===== src/rtl/sram_arb_pkg.sv =====
// Shared types and constants for the matrix-datapath SRAM arbiter and its requesters.
package sram_arb_pkg;

    typedef enum logic {
        S_ARB_OPEN   = 1'b0,
        S_ARB_LOCKED = 1'b1
    } arb_state_t;

    localparam int DEF_ADDR_WIDTH = 11;
    localparam int DEF_DATA_WIDTH = 18;

    // Matrix regions in SRAM, shared by compute, display and debug requesters
    localparam int MAT_A_BASE = 0;
    localparam int MAT_B_BASE = 16;
    localparam int MAT_C_BASE = 32;

endpackage


===== src/rtl/rr_pick.sv =====
// Combinational round-robin picker: first set request at or after ptr, with wrap-around.
module rr_pick #(
    parameter int NUM_REQ = 3,
    parameter int PTR_W   = $clog2(NUM_REQ)
) (
    input  logic [NUM_REQ-1:0] req,
    input  logic [PTR_W-1:0]   ptr,
    output logic [NUM_REQ-1:0] gnt,
    output logic               any
);

    always_comb begin
        int idx;
        gnt = '0;
        any = 1'b0;
        idx = 0;
        for (int off = 0; off < NUM_REQ; off++) begin
            idx = (int'(ptr) + off) % NUM_REQ;
            if (!any && req[idx]) begin
                gnt[idx] = 1'b1;
                any      = 1'b1;
            end
        end
    end

endmodule


===== src/rtl/sram_arbiter.sv =====
// Round-robin arbiter with lock for the single-port matrix SRAM; registered SRAM port,
// fixed two-cycle read return with a per-requester valid strobe.
module sram_arbiter
    import sram_arb_pkg::*;
#(
    parameter int NUM_REQ    = 3,
    parameter int ADDR_WIDTH = DEF_ADDR_WIDTH,
    parameter int DATA_WIDTH = DEF_DATA_WIDTH,
    parameter int PTR_W      = $clog2(NUM_REQ)
) (
    input  logic                             clk,
    input  logic                             reset_n,
    input  logic [NUM_REQ-1:0]               req,
    input  logic [NUM_REQ-1:0]               lock,
    input  logic [NUM_REQ-1:0]               we,
    input  logic [NUM_REQ*ADDR_WIDTH-1:0]    addr,
    input  logic [NUM_REQ*DATA_WIDTH-1:0]    wdata,
    output logic [NUM_REQ-1:0]               gnt,
    output logic [NUM_REQ-1:0]               rvalid,
    output logic [DATA_WIDTH-1:0]            rdata,
    output logic                             busy,
    output logic                             sram_en,
    output logic                             sram_we,
    output logic [ADDR_WIDTH-1:0]            sram_addr,
    output logic [DATA_WIDTH-1:0]            sram_din,
    input  logic [DATA_WIDTH-1:0]            sram_dout
);

    arb_state_t         state_q, state_d;
    logic [PTR_W-1:0]   ptr_q, ptr_d, owner_q, owner_d, win;
    logic [NUM_REQ-1:0] pick_gnt, gnt_c;
    logic               pick_any, locked_hold, grant;
    logic               vld_p1, vld_p2;
    logic [PTR_W-1:0]   idx_p1, idx_p2;

    function automatic logic [PTR_W-1:0] next_ptr(input logic [PTR_W-1:0] p);
        if (p == PTR_W'(NUM_REQ - 1)) return '0;
        else                          return p + 1'b1;
    endfunction

    rr_pick #(.NUM_REQ(NUM_REQ), .PTR_W(PTR_W)) u_pick (
        .req (req),
        .ptr (ptr_q),
        .gnt (pick_gnt),
        .any (pick_any)
    );

    // Stage p0: arbitration. A dropped lock arbitrates as open in the same cycle.
    always_comb begin
        locked_hold = (state_q == S_ARB_LOCKED) && lock[owner_q];
        win         = '0;
        gnt_c       = '0;
        if (locked_hold) begin
            win            = owner_q;
            gnt_c[owner_q] = req[owner_q];
        end else begin
            gnt_c = pick_gnt;
            for (int i = 0; i < NUM_REQ; i++)
                if (pick_gnt[i]) win = PTR_W'(i);
        end
    end

    assign grant = reset_n && (locked_hold ? req[owner_q] : pick_any);
    assign gnt   = reset_n ? gnt_c : '0;

    always_comb begin
        state_d = state_q;
        owner_d = owner_q;
        ptr_d   = ptr_q;
        if (grant) ptr_d = next_ptr(win);
        if (!locked_hold) begin
            state_d = S_ARB_OPEN;
            if (grant && lock[win]) begin
                state_d = S_ARB_LOCKED;
                owner_d = win;
            end
        end
    end

    always_ff @(posedge clk or negedge reset_n) begin
        if (!reset_n) begin
            state_q <= S_ARB_OPEN;
            ptr_q   <= '0;
            owner_q <= '0;
        end else begin
            state_q <= state_d;
            ptr_q   <= ptr_d;
            owner_q <= owner_d;
        end
    end

    // Stage p1: SRAM port registers and read tag
    always_ff @(posedge clk or negedge reset_n) begin
        if (!reset_n) begin
            sram_en   <= 1'b0;
            sram_we   <= 1'b0;
            sram_addr <= '0;
            sram_din  <= '0;
            vld_p1    <= 1'b0;
            idx_p1    <= '0;
        end else begin
            sram_en <= grant;
            sram_we <= grant && we[win];
            vld_p1  <= grant && !we[win];
            if (grant) begin
                sram_addr <= addr[win*ADDR_WIDTH +: ADDR_WIDTH];
                sram_din  <= wdata[win*DATA_WIDTH +: DATA_WIDTH];
                idx_p1    <= win;
            end
        end
    end

    // Stage p2: read data return
    always_ff @(posedge clk or negedge reset_n) begin
        if (!reset_n) begin
            vld_p2 <= 1'b0;
            idx_p2 <= '0;
            rdata  <= '0;
        end else begin
            vld_p2 <= vld_p1;
            idx_p2 <= idx_p1;
            if (vld_p1) rdata <= sram_dout;
        end
    end

    always_comb begin
        rvalid = '0;
        for (int i = 0; i < NUM_REQ; i++)
            rvalid[i] = vld_p2 && (idx_p2 == PTR_W'(i));
    end

    assign busy = sram_en | vld_p2;

endmodule


===== config.mk =====
export PLATFORM = sky130hd
export DESIGN_NAME = sram_arbiter
export DESIGN_NICKNAME = d
export VERILOG_FILES = /design/src/rtl/sram_arb_pkg.sv /design/src/rtl/rr_pick.sv /design/src/rtl/sram_arbiter.sv
export SDC_FILE = /design/constraint.sdc
export NUM_CORES = 1
export LEC_CHECK = 0
export BUFFER_PORTS_ARGS = -buffer_cell sky130_fd_sc_hd__buf_2
export CAP_MARGIN = 20
export CORE_MARGIN = 8
export CORE_UTILIZATION = 42
export DETAILED_ROUTE_END_ITERATION = 6
export MAX_ROUTING_LAYER = met4
export PLACE_DENSITY = 0.85
export SKIP_LAST_GASP = 1
export SYNTH_ARGS = -nofsm -noshare
export SYNTH_HDL_FRONTEND = slang
export SYNTH_HIERARCHICAL = 1
export SYNTH_SLANG_ARGS = --single-unit

===== constraint.sdc =====
create_clock -name clk -period 3 [get_ports clk]
set_clock_uncertainty 0.05 [all_clocks]
set_input_delay 0.3 -clock clk [delete_from_list [all_inputs] [get_ports clk]]
set_output_delay 0.3 -clock clk [all_outputs]
set_load 0.005 [all_outputs]

==> results.json <==
{
  "outcome": "completed",
  "tns_ns": 0,
  "crit_type": "reg -> reg",
  "drt_wl_total_um": 11000,
  "diodes": 0,
  "cp_common_cell": "o21ai_1",
  "path_max_fanout": 18,
  "synth_compound_area_share_pct": 22.0,
  "synthSimpleGateAreaFrac_pct": 17.6,
  "most-common-layout-cells": "171 x buf_2, 60 x dfrtp_1, 36 x nand2_1",
  "clockBufferDepth": 2,
  "grt_max_degree": 63,
  "initial_core_util_pct": 42.9,
  "startpoint_type": "register",
  "layout_min_cycle_time_ns": 2.81,
  "timing.rr.end": "sram_addr[2]$_DFFE_PN0P_",
  "final_cell_area_mm2": 0.00476,
  "synth.area.mux_share_pct": 9.53,
  "core_mm2": 0.00818,
  "ys_warn_count": 6,
  "setup_viol": 0,
  "peakVddDrop_v": 0.000558,
  "die-width_um": 107,
  "root_buffer": "clkbuf_8",
  "drive_gt1_share_pct": 47.2,
  "vias": 3433,
  "syn_nets": 470,
  "rsz0062_at_grt": "no",
  "via_per_inst": 5.41,
  "nets": 645,
  "pin_count": 172,
  "drtAntennaViolNets": 0,
  "grt_overflow": 0,
  "min_to": "rdata[15]$_DFFE_PN0P_",
  "port_buffers": 171,
  "cp.arrival_ns": 2.96,
  "fmax_ghz": 0.356,
  "die_h_um": 107,
  "required_ns": 3.15,
  "min-delay-start": "sram_dout[15]",
  "rr_worst_depth": 13,
  "cts_setup_buffers": 0,
  "final_common_cell": "buf_2",
  "finalCritPeriodShare_pct": 93.5,
  "cts_tree": "done",
  "dp_slack_ns": 0.172,
  "dieArea_mm2": 0.0115,
  "placed_cell_area_mm2": 0.00451,
  "max_cap_violations": 0,
  "hold_viol": 0,
  "rows": 33,
  "synth_seq_area_share_pct": 42.8,
  "crit_slowest_cell": "dfrtp_1",
  "powerDensity_mw_per_mm2": 1140,
  "r2r_start": "ptr_q[0]$_DFFE_PN0P_",
  "synth_cell_types": 52,
  "slew_headroom_pct": 47.6,
  "syn_area_per_cell_um2": 10.0,
  "dr.pass1.iters": 4,
  "synth_top_family_by_area": "compound AO/OA/AOI/OAI gates",
  "synthAdderAreaFrac_pct": 1.43,
  "drc_errors": 0,
  "slew_violations": 0,
  "place.gp.congestion": 0.910,
  "p_leak_nw": 2.41,
  "syn_area_mm2": 0.00351,
  "grt.total_usage_pct": 18.9,
  "drt_iter0_markers": 189,
  "stdcell_count": 635,
  "cts_resized": 0,
  "worstSetupEndpointType": "register",
  "wire_per_inst_um": 17.3,
  "h-tree-depth": 3,
  "synthCells": 350,
  "hold_class": "in -> reg",
  "cts_sinks": 60,
  "first_global_vias": 3459,
  "post-dp-hpwl_um": 8540,
  "numCtsBuffers": 9,
  "area.growth.synth_to_final_pct": 35.9,
  "synth_seq_cells": 60,
  "worstHoldPathCells": 2,
  "cpPeakStageDelay_ns": 0.41,
  "cts-hold-fix-buffers": 0,
  "layout_setup_ws_ns": 0.194,
  "post-place-cells": 619,
  "clk_latency_ns": 0.32,
  "grt_pass1_wl_um": 17200,
  "antenna_found_initial": 0,
  "tightest_slew_ns": 0.787,
  "crit_chain": "inv_1 -> ha_2 -> mux2i_2 -> a2bb2oi_2 -> o21ai_1 -> o21ai_2 -> nand2b_4 -> o21ai_1 -> buf_4 -> a21oi_4 -> buf_12 -> nor2_1 -> o31ai_1",
  "synth_xor_area_share_pct": 0,
  "clkSlewWorstSetupHoldPaths_ns": 0.08,
  "r2r_slack_ns": 0.19
}
==> registers in the layout, summed over array words and instances, names as in the netlist <==
| register | cells |
|---|---|
| rdata | 18 |
| idx_p1 | 2 |
| ptr_q | 2 |
| sram_din | 18 |
| sram_addr | 11 |
| state_q | 1 |
| idx_p2 | 2 |
| owner_q | 2 |
| sram_en | 1 |
| vld_p1 | 1 |
| vld_p2 | 1 |
| sram_we | 1 |
==> worst max-delay path: cells and delay by family (launching register included) <==
family / cells / cell delay [ns]
flip-flops: 1 / 0.41
adder cells (fa/ha/maj): 1 / 0.23
buffers and inverters: 3 / 0.42
multiplexers: 1 / 0.27
AND/OR/NAND/NOR: 2 / 0.22
AO/OA/AOI/OAI: 6 / 1.07
==> area by class of cell <==
cell class	instances	area (um2)
Inverter	7	26.3
Timing Repair Buffer	193	1070
Clock inverter	5	60.1
Multi-Input combinational cell	254	1820
Tap cell	105	131
Fill cell	716	3410
Sequential cell	60	1500
Clock buffer	11	151
==> cells by family after synthesis <==
| group | Yosys count |
|---|---|
| AND/OR/NAND/NOR | 124 |
| AO/OA/AOI/OAI | 96 |
| flip-flops | 60 |
| buffers and inverters | 36 |
| adder cells (fa/ha/maj) | 4 |
| multiplexers | 30 |
==> synth_stat cells (all sizes together) <==
| library cell | n | share of area [%] |
|---|---|---|
| a211o | 2 | 0.50 |
| a211oi | 30 | 6.4 |
| a21boi | 3 | 0.64 |
| a21o | 1 | 0.21 |
| a21oi | 5 | 0.82 |
| a221oi | 1 | 0.75 |
| a22o | 1 | 0.29 |
| a2bb2oi | 1 | 0.43 |
| a31oi | 4 | 1.1 |
| a32o | 1 | 0.29 |
| and2 | 1 | 0.18 |
| and3 | 29 | 5.2 |
| and3b | 4 | 1.0 |
| and4 | 1 | 0.25 |
| buf | 21 | 5.0 |
| clkbuf | 8 | 0.86 |
| dfrtp | 60 | 43 |
| ha | 4 | 1.4 |
| inv | 7 | 0.75 |
| mux2 | 21 | 7.0 |
| mux2i | 9 | 2.6 |
| nand2 | 37 | 4.0 |
| nand2b | 6 | 1.1 |
| nand3 | 1 | 0.14 |
| nand4 | 1 | 0.18 |
| nand4b | 1 | 0.25 |
| nor2 | 34 | 3.6 |
| nor2b | 5 | 0.89 |
| nor3b | 3 | 0.64 |
| o2111ai | 1 | 0.25 |
| o211a | 2 | 0.57 |
| o211ai | 1 | 0.36 |
| o21ai | 8 | 1.2 |
| o21bai | 2 | 0.43 |
| o22ai | 2 | 0.54 |
| o2bb2ai | 1 | 0.25 |
| o31ai | 30 | 6.9 |
| or2 | 1 | 0.18 |
==> how the worst max path moves through the flow <==
stage / start / endpoint / slack (ns)
3_3_place_gp: ptr_q[0]$_DFFE_PN0P_ / owner_q[1]$_DFFE_PN0P_ / 0.27
6_report: ptr_q[0]$_DFFE_PN0P_ / sram_addr[2]$_DFFE_PN0P_ / 0.19
2_1_floorplan: ptr_q[0]$_DFFE_PN0P_ / owner_q[1]$_DFFE_PN0P_ / 0.21
4_1_cts: ptr_q[0]$_DFFE_PN0P_ / sram_addr[2]$_DFFE_PN0P_ / 0.09
3_5_place_dp: ptr_q[0]$_DFFE_PN0P_ / sram_addr[7]$_DFFE_PN0P_ / 0.17
5_1_grt: ptr_q[0]$_DFFE_PN0P_ / sram_addr[2]$_DFFE_PN0P_ / 0.002
==> routing by layer <==
layer	part of all wire, %	up-vias	track usage (%)
met4	0.92	0	5.15
met2	50	153	31.8
li1	-	1626	-
met1	41	1645	22.7
met5	0	-	-
met3	7.5	9	3.41
==> stage by stage <==
stage	utilization, %	hold slack, ns	power (mW)
finish	58.3	0.151	5.41
global route	58.3	0.129	5.82
CTS	57.8	0.136	5.38
detailed placement	55.2	0.318	4.60
global placement	55.2	0.311	4.47
floorplan	-	-0.0456	3.54
==> power breakdown <==
part	switching, mW	internal [mW]	leakage [nW]
sequential	0.265	1.21	0.735
clock	0.329	0.430	0.106
combinational	1.65	1.52	1.57
(Power assumes the default switching activity.)
